[src/rtl/zuc_keystream_xor.sv]
// zuc_keystream_xor
//   Final stage of the cipher core. It XORs the 32-bit ZUC keystream (from the
//   keystream register-slice chain) with the message word stream. Per message
//   it accepts one bit-length command, joins exactly ceil(len/32) word pairs,
//   and flags the final word with m_last.
//
//   Optional feature macro: ZUC_KSXOR_TAIL_MASK_EN
//     defined   : the lower 32-len[4:0] bits of the final word are zeroed
//                 (only when len[4:0] != 0).
//     undefined : the final word is the full, unmasked 32-bit XOR.
//
// Ports
//   clk, rst                      clock, asynchronous active-high reset
//   s_cmd_valid/ready/len         message length command, in bits
//   s_ks_valid/ready/data         keystream words
//   s_msg_valid/ready/data        message words; the MSB is the first stream bit
//   m_valid/ready/data/last       result words; m_last marks the final word
//   busy                          high while a message is running or output is pending
module zuc_keystream_xor #(
  parameter int unsigned LEN_W = 32
) (
  input  logic             clk,
  input  logic             rst,
  input  logic             s_cmd_valid,
  output logic             s_cmd_ready,
  input  logic [LEN_W-1:0] s_cmd_len,
  input  logic             s_ks_valid,
  output logic             s_ks_ready,
  input  logic [31:0]      s_ks_data,
  input  logic             s_msg_valid,
  output logic             s_msg_ready,
  input  logic [31:0]      s_msg_data,
  output logic             m_valid,
  input  logic             m_ready,
  output logic [31:0]      m_data,
  output logic             m_last,
  output logic             busy
);

  typedef enum logic {
    IDLE = 1'b0,
    RUN  = 1'b1
  } state_t;

  state_t           state, state_nxt;
  logic [LEN_W-5:0] words_left, words_left_nxt;
  logic [LEN_W-5:0] cmd_words;
  logic             cmd_fire;
  logic             out_free;
  logic             fire;
  logic             last_word;
  logic [31:0]      xor_word;
  logic [31:0]      result;

  // ceil(len/32) without forming len+31, so that lengths near 2^LEN_W
  // cannot overflow.
  assign cmd_words = {1'b0, s_cmd_len[LEN_W-1:5]}
                   + {{(LEN_W-5){1'b0}}, |s_cmd_len[4:0]};

  assign out_free  = !m_valid || m_ready;
  assign cmd_fire  = (state == IDLE) && s_cmd_valid;
  // Both streams fire together or not at all.
  assign fire      = (state == RUN) && s_ks_valid && s_msg_valid && out_free;
  assign last_word = (words_left == (LEN_W-4)'(1));
  assign xor_word  = s_msg_data ^ s_ks_data;

`ifdef ZUC_KSXOR_TAIL_MASK_EN
  logic [4:0]  tail;
  logic [31:0] tail_mask;

  always_ff @(posedge clk or posedge rst) begin
    if (rst) begin
      tail <= '0;
    end else if (cmd_fire) begin
      tail <= s_cmd_len[4:0];
    end
  end

  // Keeps the upper 'tail' bits: the first stream bits live at the MSB end.
  assign tail_mask = ~(32'hFFFF_FFFF >> tail);

  always_comb begin
    result = xor_word;
    if (last_word && (tail != 5'd0)) begin
      result = xor_word & tail_mask;
    end
  end
`else
  always_comb begin
    result = xor_word;
  end
`endif

  // State and word counter
  always_ff @(posedge clk or posedge rst) begin
    if (rst) begin
      state      <= IDLE;
      words_left <= '0;
    end else begin
      state      <= state_nxt;
      words_left <= words_left_nxt;
    end
  end

  always_comb begin
    state_nxt      = state;
    words_left_nxt = words_left;
    s_cmd_ready    = 1'b0;
    s_ks_ready     = 1'b0;
    s_msg_ready    = 1'b0;
    unique case (state)
      IDLE: begin
        s_cmd_ready = 1'b1;
        if (cmd_fire) begin
          words_left_nxt = cmd_words;
          // A zero-length command is accepted and dropped.
          if (cmd_words != '0) begin
            state_nxt = RUN;
          end
        end
      end
      RUN: begin
        // Each ready looks only at the other stream's valid.
        s_ks_ready  = s_msg_valid && out_free;
        s_msg_ready = s_ks_valid && out_free;
        if (fire) begin
          words_left_nxt = words_left - (LEN_W-4)'(1);
          if (last_word) begin
            state_nxt = IDLE;
          end
        end
      end
      default: begin
        state_nxt = IDLE;
      end
    endcase
  end

  // Output register: a new word may replace a draining one in the same cycle.
  always_ff @(posedge clk or posedge rst) begin
    if (rst) begin
      m_valid <= 1'b0;
      m_data  <= '0;
      m_last  <= 1'b0;
    end else if (fire) begin
      m_valid <= 1'b1;
      m_data  <= result;
      m_last  <= last_word;
    end else if (m_ready) begin
      m_valid <= 1'b0;
      m_last  <= 1'b0;
    end
  end

  assign busy = (state == RUN) || m_valid;

endmodule

[config.mk]
export PLATFORM = sky130hd
export DESIGN_NAME = zuc_keystream_xor
export DESIGN_NICKNAME = d
export VERILOG_FILES = /design/src/rtl/zuc_keystream_xor.sv
export SDC_FILE = /design/constraint.sdc
export NUM_CORES = 1
export LEC_CHECK = 0
export BUFFER_PORTS_ARGS = -buffer_cell sky130_fd_sc_hd__buf_2
export CORE_MARGIN = 2
export CORE_UTILIZATION = 51
export DETAILED_ROUTE_END_ITERATION = 10
export GPL_TIMING_DRIVEN = 0
export MAX_ROUTING_LAYER = met4
export PLACE_DENSITY = 0.81
export SLEW_MARGIN = 25
export SYNTH_ARGS = -nofsm -noshare
export SYNTH_HDL_FRONTEND = slang
export SYNTH_SLANG_ARGS = --single-unit
[constraint.sdc]
create_clock -name clk -period 3.4 [get_ports clk]
set_clock_uncertainty 0.2 [all_clocks]
set_input_delay 1.02 -clock clk [delete_from_list [all_inputs] [get_ports clk]]
set_output_delay 1.02 -clock clk [all_outputs]
set_load 0.01 [all_outputs]
* Word-level counts from Yosys, hierarchy flattened
Cells that the tools add are included.
** Storage, ports and cells
- Register bits :: 63
- Input bits :: 102
- Output and inout port bits :: 38
- Logic and storage cells :: 39
** Operators by class
- Add/sub/neg operators :: 2
- Equality and inequality tests :: 3
- Muxes and demuxes :: 14
- Bitwise operators :: 2
- Reductions and logical operators :: 13
** Operators by type and width (number)
- 28-bit two-way mux :: 2
- 28-bit case mux with 2 select lines :: 1
- 32-bit XOR :: 1
- 27-bit by 1-bit adder with 28-bit output :: 1
- 28-bit by 1-bit equality test with 1-bit output (second input constant) :: 1
- 28-bit nonzero test :: 1
- 28-bit by 1-bit subtractor with 28-bit output (second input constant) :: 1
- 1-bit two-way mux :: 10
- 1-bit logical AND :: 6
- 5-bit OR reduction :: 1
- 1-bit logical OR :: 2
- 2-bit by 1-bit inequality test with 1-bit output (second input constant) :: 1
- 2-bit inequality test (second input constant) :: 1
- 1-bit case mux with 2 select lines :: 1
- 2-bit AND reduction :: 1
- 2-bit nonzero test :: 1
- 1-bit logical NOT :: 1
- 1-bit NOT :: 1

* Longest topological paths before layout
- Depth in word-level cells :: 6
- Depth in mapped cells :: 11
- Mapped depth without buffers :: 11

* Worst setup path after synthesis
No wires, ideal clock.
- Path type :: input to register
- Start point :: input port s_cmd_len[1]
- End point :: register state
- Data arrival time :: 2.995 ns
- Required time :: 3.118 ns
- Slack :: 0.123 ns
- Cell stages on the path :: 11
- Cells stage by stage :: nor3_1 -> nand2_1 -> ha_1 -> ha_1 -> nand3_1 -> or2_2 -> or3_1 -> mux2_2 -> a2bb2oi_1 -> and4_1 -> a31oi_1
** Between the ends
- Word-level cells in the longest chain between the ends :: 6
** RTL lines
- start, declared :: RTL line 26 : input logic [LEN_W-1:0] s_cmd_len,
- 5-bit OR reduction :: RTL line 58 : + {{(LEN_W-5){1'b0}}, |s_cmd_len[4:0]};
- 27-bit by 1-bit adder with 28-bit output :: RTL line 58
- 28-bit nonzero test :: RTL line 117 : if (cmd_words != '0) begin
- 1-bit two-way mux :: RTL line 117
- 1-bit two-way mux :: RTL line 114 : if (cmd_fire) begin
- 1-bit case mux with 2 select lines :: RTL line 111 : unique case (state)
- named net state_nxt :: RTL line 45 : state_t state, state_nxt;
- end signal, assigned :: RTL line 100 : state <= state_nxt;
- end, declared :: RTL line 45
The timed path passes the listed nets, and every way through them passes these cells.
A chain may end at the register's enable or synchronous reset.

* Final worst setup path
- Start point :: input port s_cmd_len[0]
- End point :: register state
The elaborated chain is that of the path after synthesis.

==> flow_summary_export.csv <==
group,metric,value,unit
outcome,status,"complete, no violations",
layout,layout.nets,739,
global_routing,grt_pass1_vias,3986,
die,die_x,93.53,microns
global_routing,grtUsageTotal,27.97,%
detailed_routing,wire_per_inst,16.13,microns
logic_synthesis,yosysWarnings,0,
logic_synthesis,synthCells,486,
timing,fin_crit_sh,96.47,%
logic_synthesis,yosys-top-cells-area,"dfrtp_1 (39%), xnor2_1 (11%), o21ai_0 (6.7%)",
timing,fmax,304.9,MHz
cts,cts_made_buffers,9,
timing,setup-tns-final,0,ps
cts,cts_buffer_depth,2,
detailed_routing,ant_nets,0,
layout,fillers,641,
cts,post-cts-setup-buffers,0,
worst_setup_path,cp_data_arrival_time,3320,ps
timing,whs,275.0,ps
placement,dp_hpwl,9082,microns
job,drv_cap,0,
global_routing,grt_max_degree,44,
detailed_routing,drtIter0Drc,374,
placement,gp_congestion,0.9613,
worst_setup_path,rrSetupSlack,380,ps
logic_synthesis,synth_top_flop_cell,"dfrtp_1",
placement,port_buffers,135,
logic_synthesis,synth.top_cell.area_share,38.57,%
layout,area_delta_synth_final,26.66,%
logic_synthesis,synth.most_common_cell,"nand2_1",
layout,regArea,1577,sq um
timing,worst_slew_pin_slew,695.8,ps
timing,setup_viol,0,
power_and_ir_drop,switching_share,32.04,%
power_and_ir_drop,p_leak,2.311,nW
timing,finalMaxSlewViolations,0,
power_and_ir_drop,ir_drop,0.3646,mV
die,dieArea,8747,sq um
detailed_routing,drtPass1Iterations,5,
timing,fin_crit,3280,ps
die,core,7727,sq um
die,ios,140,
layout,drive_gt1_share,27.12,%
logic_synthesis,synth-seq-cells,63,
worst_setup_path,cp_max_fo,4,
power_and_ir_drop,clockPowerShare,31.2,%
die,start_util,52.90,%
layout,multiInputGateArea,2370,sq um
cts,cts_resized,1,
cts,clk_pin_slew,70,ps
logic_synthesis,avgSynthCellArea,8.411,sq um
power_and_ir_drop,power.density,482.3,nW/um^2
cts,hold_buffers,0,
die,die_y,93.53,microns
worst_setup_path,startpoint_type,"input pin",
power_and_ir_drop,p_comb_share,26.5,%
detailed_routing,drcViolationCount,0,
global_routing,antenna_found_initial,0,
power_and_ir_drop,p_sw,0.0008002,W
logic_synthesis,synth_top_cell_by_area,"dfrtp_1",
worst_setup_path,critPathRequiredTime,3440,ps
cts,clockRootBuffer,"clkbuf_8",
global_routing,grt_pass1_wl,18820,microns
detailed_routing,viasPerCell,5.742,
logic_synthesis,synth_cell_types,52,
cts,htree_levels,3,
logic_synthesis,ys_seq_area_share,38.57,%
worst_setup_path,path_class,"in2reg",
power_and_ir_drop,finalPower,0.002497,W
logic_synthesis,synth_nets,592,
global_routing,grt_remaining_overflow,0,
cts,cts_sinks,63,
detailed_routing,drt_wl_total,11940,microns
worst_setup_path,endpoint_kind,"flip-flop",
logic_synthesis,synth_edf_count,0,
layout,diodes,0,
power_and_ir_drop,power.internal,0.001697,W
die,num_rows,32,
timing,max_slew_margin,53.45,%
logic_synthesis,syn_area,4088,sq um
worst_hold_path,hp-class,"reg2reg",
timing,rsz0062_at_grt,"false",
logic_synthesis,synthArstFlopShare,100.0,%
timing,hold_viol,0,
cts,clk_latency,340,ps
detailed_routing,vias,4249,
logic_synthesis,synth_common_cells,"nand2_1 (69), dfrtp_1 (63), o21ai_0 (55)",
cts,cts_tree,"done",
power_and_ir_drop,seqPwrFrac,42.3,%
-- cell usage in the layout (no fill, tap or decap), types with 13 or more instances in the layout --
cell and n:
nor4_1 13, buf_2 135, nand3_1 16, clkbuf_8 14, xnor2_1 50, clkbuf_1 21
o21ai_0 55, a21oi_1 35, nand2_1 69, nor2_1 31, dfrtp_1 63
-- logic make-up (layout without fill, tap and decap cells) --
family                   after synthesis  count (layout)  synth area share [%]
adder cells (fa/ha/maj)                4               4                 1.224
flip-flops                            63              63                 38.57
buffers and inverters                 33             185                 3.979
AND/OR/NAND/NOR                      196             196                 24.55
AO/OA/AOI/OAI                        126             126                 17.85
XOR/XNOR                              62              62                 13.28
multiplexers                           2               2                0.5509
-- cell type report --
class | instances | share of cell area [%]
tap | 102 | 2.465
inverter | 11 | 0.8458
multi-input combinational | 390 | 45.77
sequential | 63 | 30.45
buffer | 22 | 2.344
clock inverter | 2 | 1.160
clock buffer | 14 | 3.528
timing repair buffer | 136 | 13.44
-- worst paths after layout --
kind | from | endpoint | cells after the start
setup / recovery | s_cmd_len[0] | state | 12
hold / removal | m_data[22] | m_data[22] | 2
setup reg to reg | words_left[8] | words_left[22] | 7
hold reg to reg | m_data[22] | m_data[22] | 2
max in group asynchronous | rst | words_left[16] | 3
min in group asynchronous | rst | m_data[15] | 2
-- flip-flops by register name, indices dropped and copies added, names as in the netlist --
name        cells
m_data         32
m_last          1
m_valid         1
state           1
words_left     28
-- per-layer routing --
| metal | vias up | part of all wire, % | routed length [microns] | GRT usage (%) |
|---|---|---|---|---|
| met1 | 2031 | 42 | 4977 | 35.58 |
| met3 | 33 | 4.4 | 529 | 4.915 |
| met5 | - | 0 | 0 | - |
| met4 | 0 | 2.6 | 314 | 8.578 |
| met2 | 149 | 51 | 6115 | 45.80 |
| li1 | 2036 | - | - | - |
-- power by group through the flow --
stage / Combinational, W / Clock, W / Sequential (W)
after detailed placement: 0.000652 / 0 / 0.00106
after CTS: 0.000658 / 0.000786 / 0.00105
after global placement: 0.000624 / 0 / 0.00106
after global routing: 0.000732 / 0.000822 / 0.00108
after floorplan: 0.000363 / 0 / 0.00107
final: 0.000661 / 0.000779 / 0.00106
-- metrics by stage --
stage / util (%) / std cells / cell area, sq um / setup slack (ps)
6_report: 67.00 / 740 / 5177 / 120.0
5_1_grt: 67.00 / 740 / 5177 / 10.45
4_1_cts: 66.76 / 740 / 5159 / 22.46
3_5_place_dp: 63.58 / 724 / 4913 / -341.6
3_3_place_gp: 63.29 / 723 / 4891 / -309.5
2_1_floorplan: - / 486 / 4088 / 122.9
-- critical path, cell delays in order --
cell	delay [ps]
buf_2	80
nor3_1	40
nand2_1	60
ha_1	200
ha_2	250
nand3_2	130
or2_4	300
or3_1	380
mux2_2	290
a2bb2oi_1	160
and4_1	180
a31oi_1	220
No activity file was read; power rests on OpenSTA's default activity.
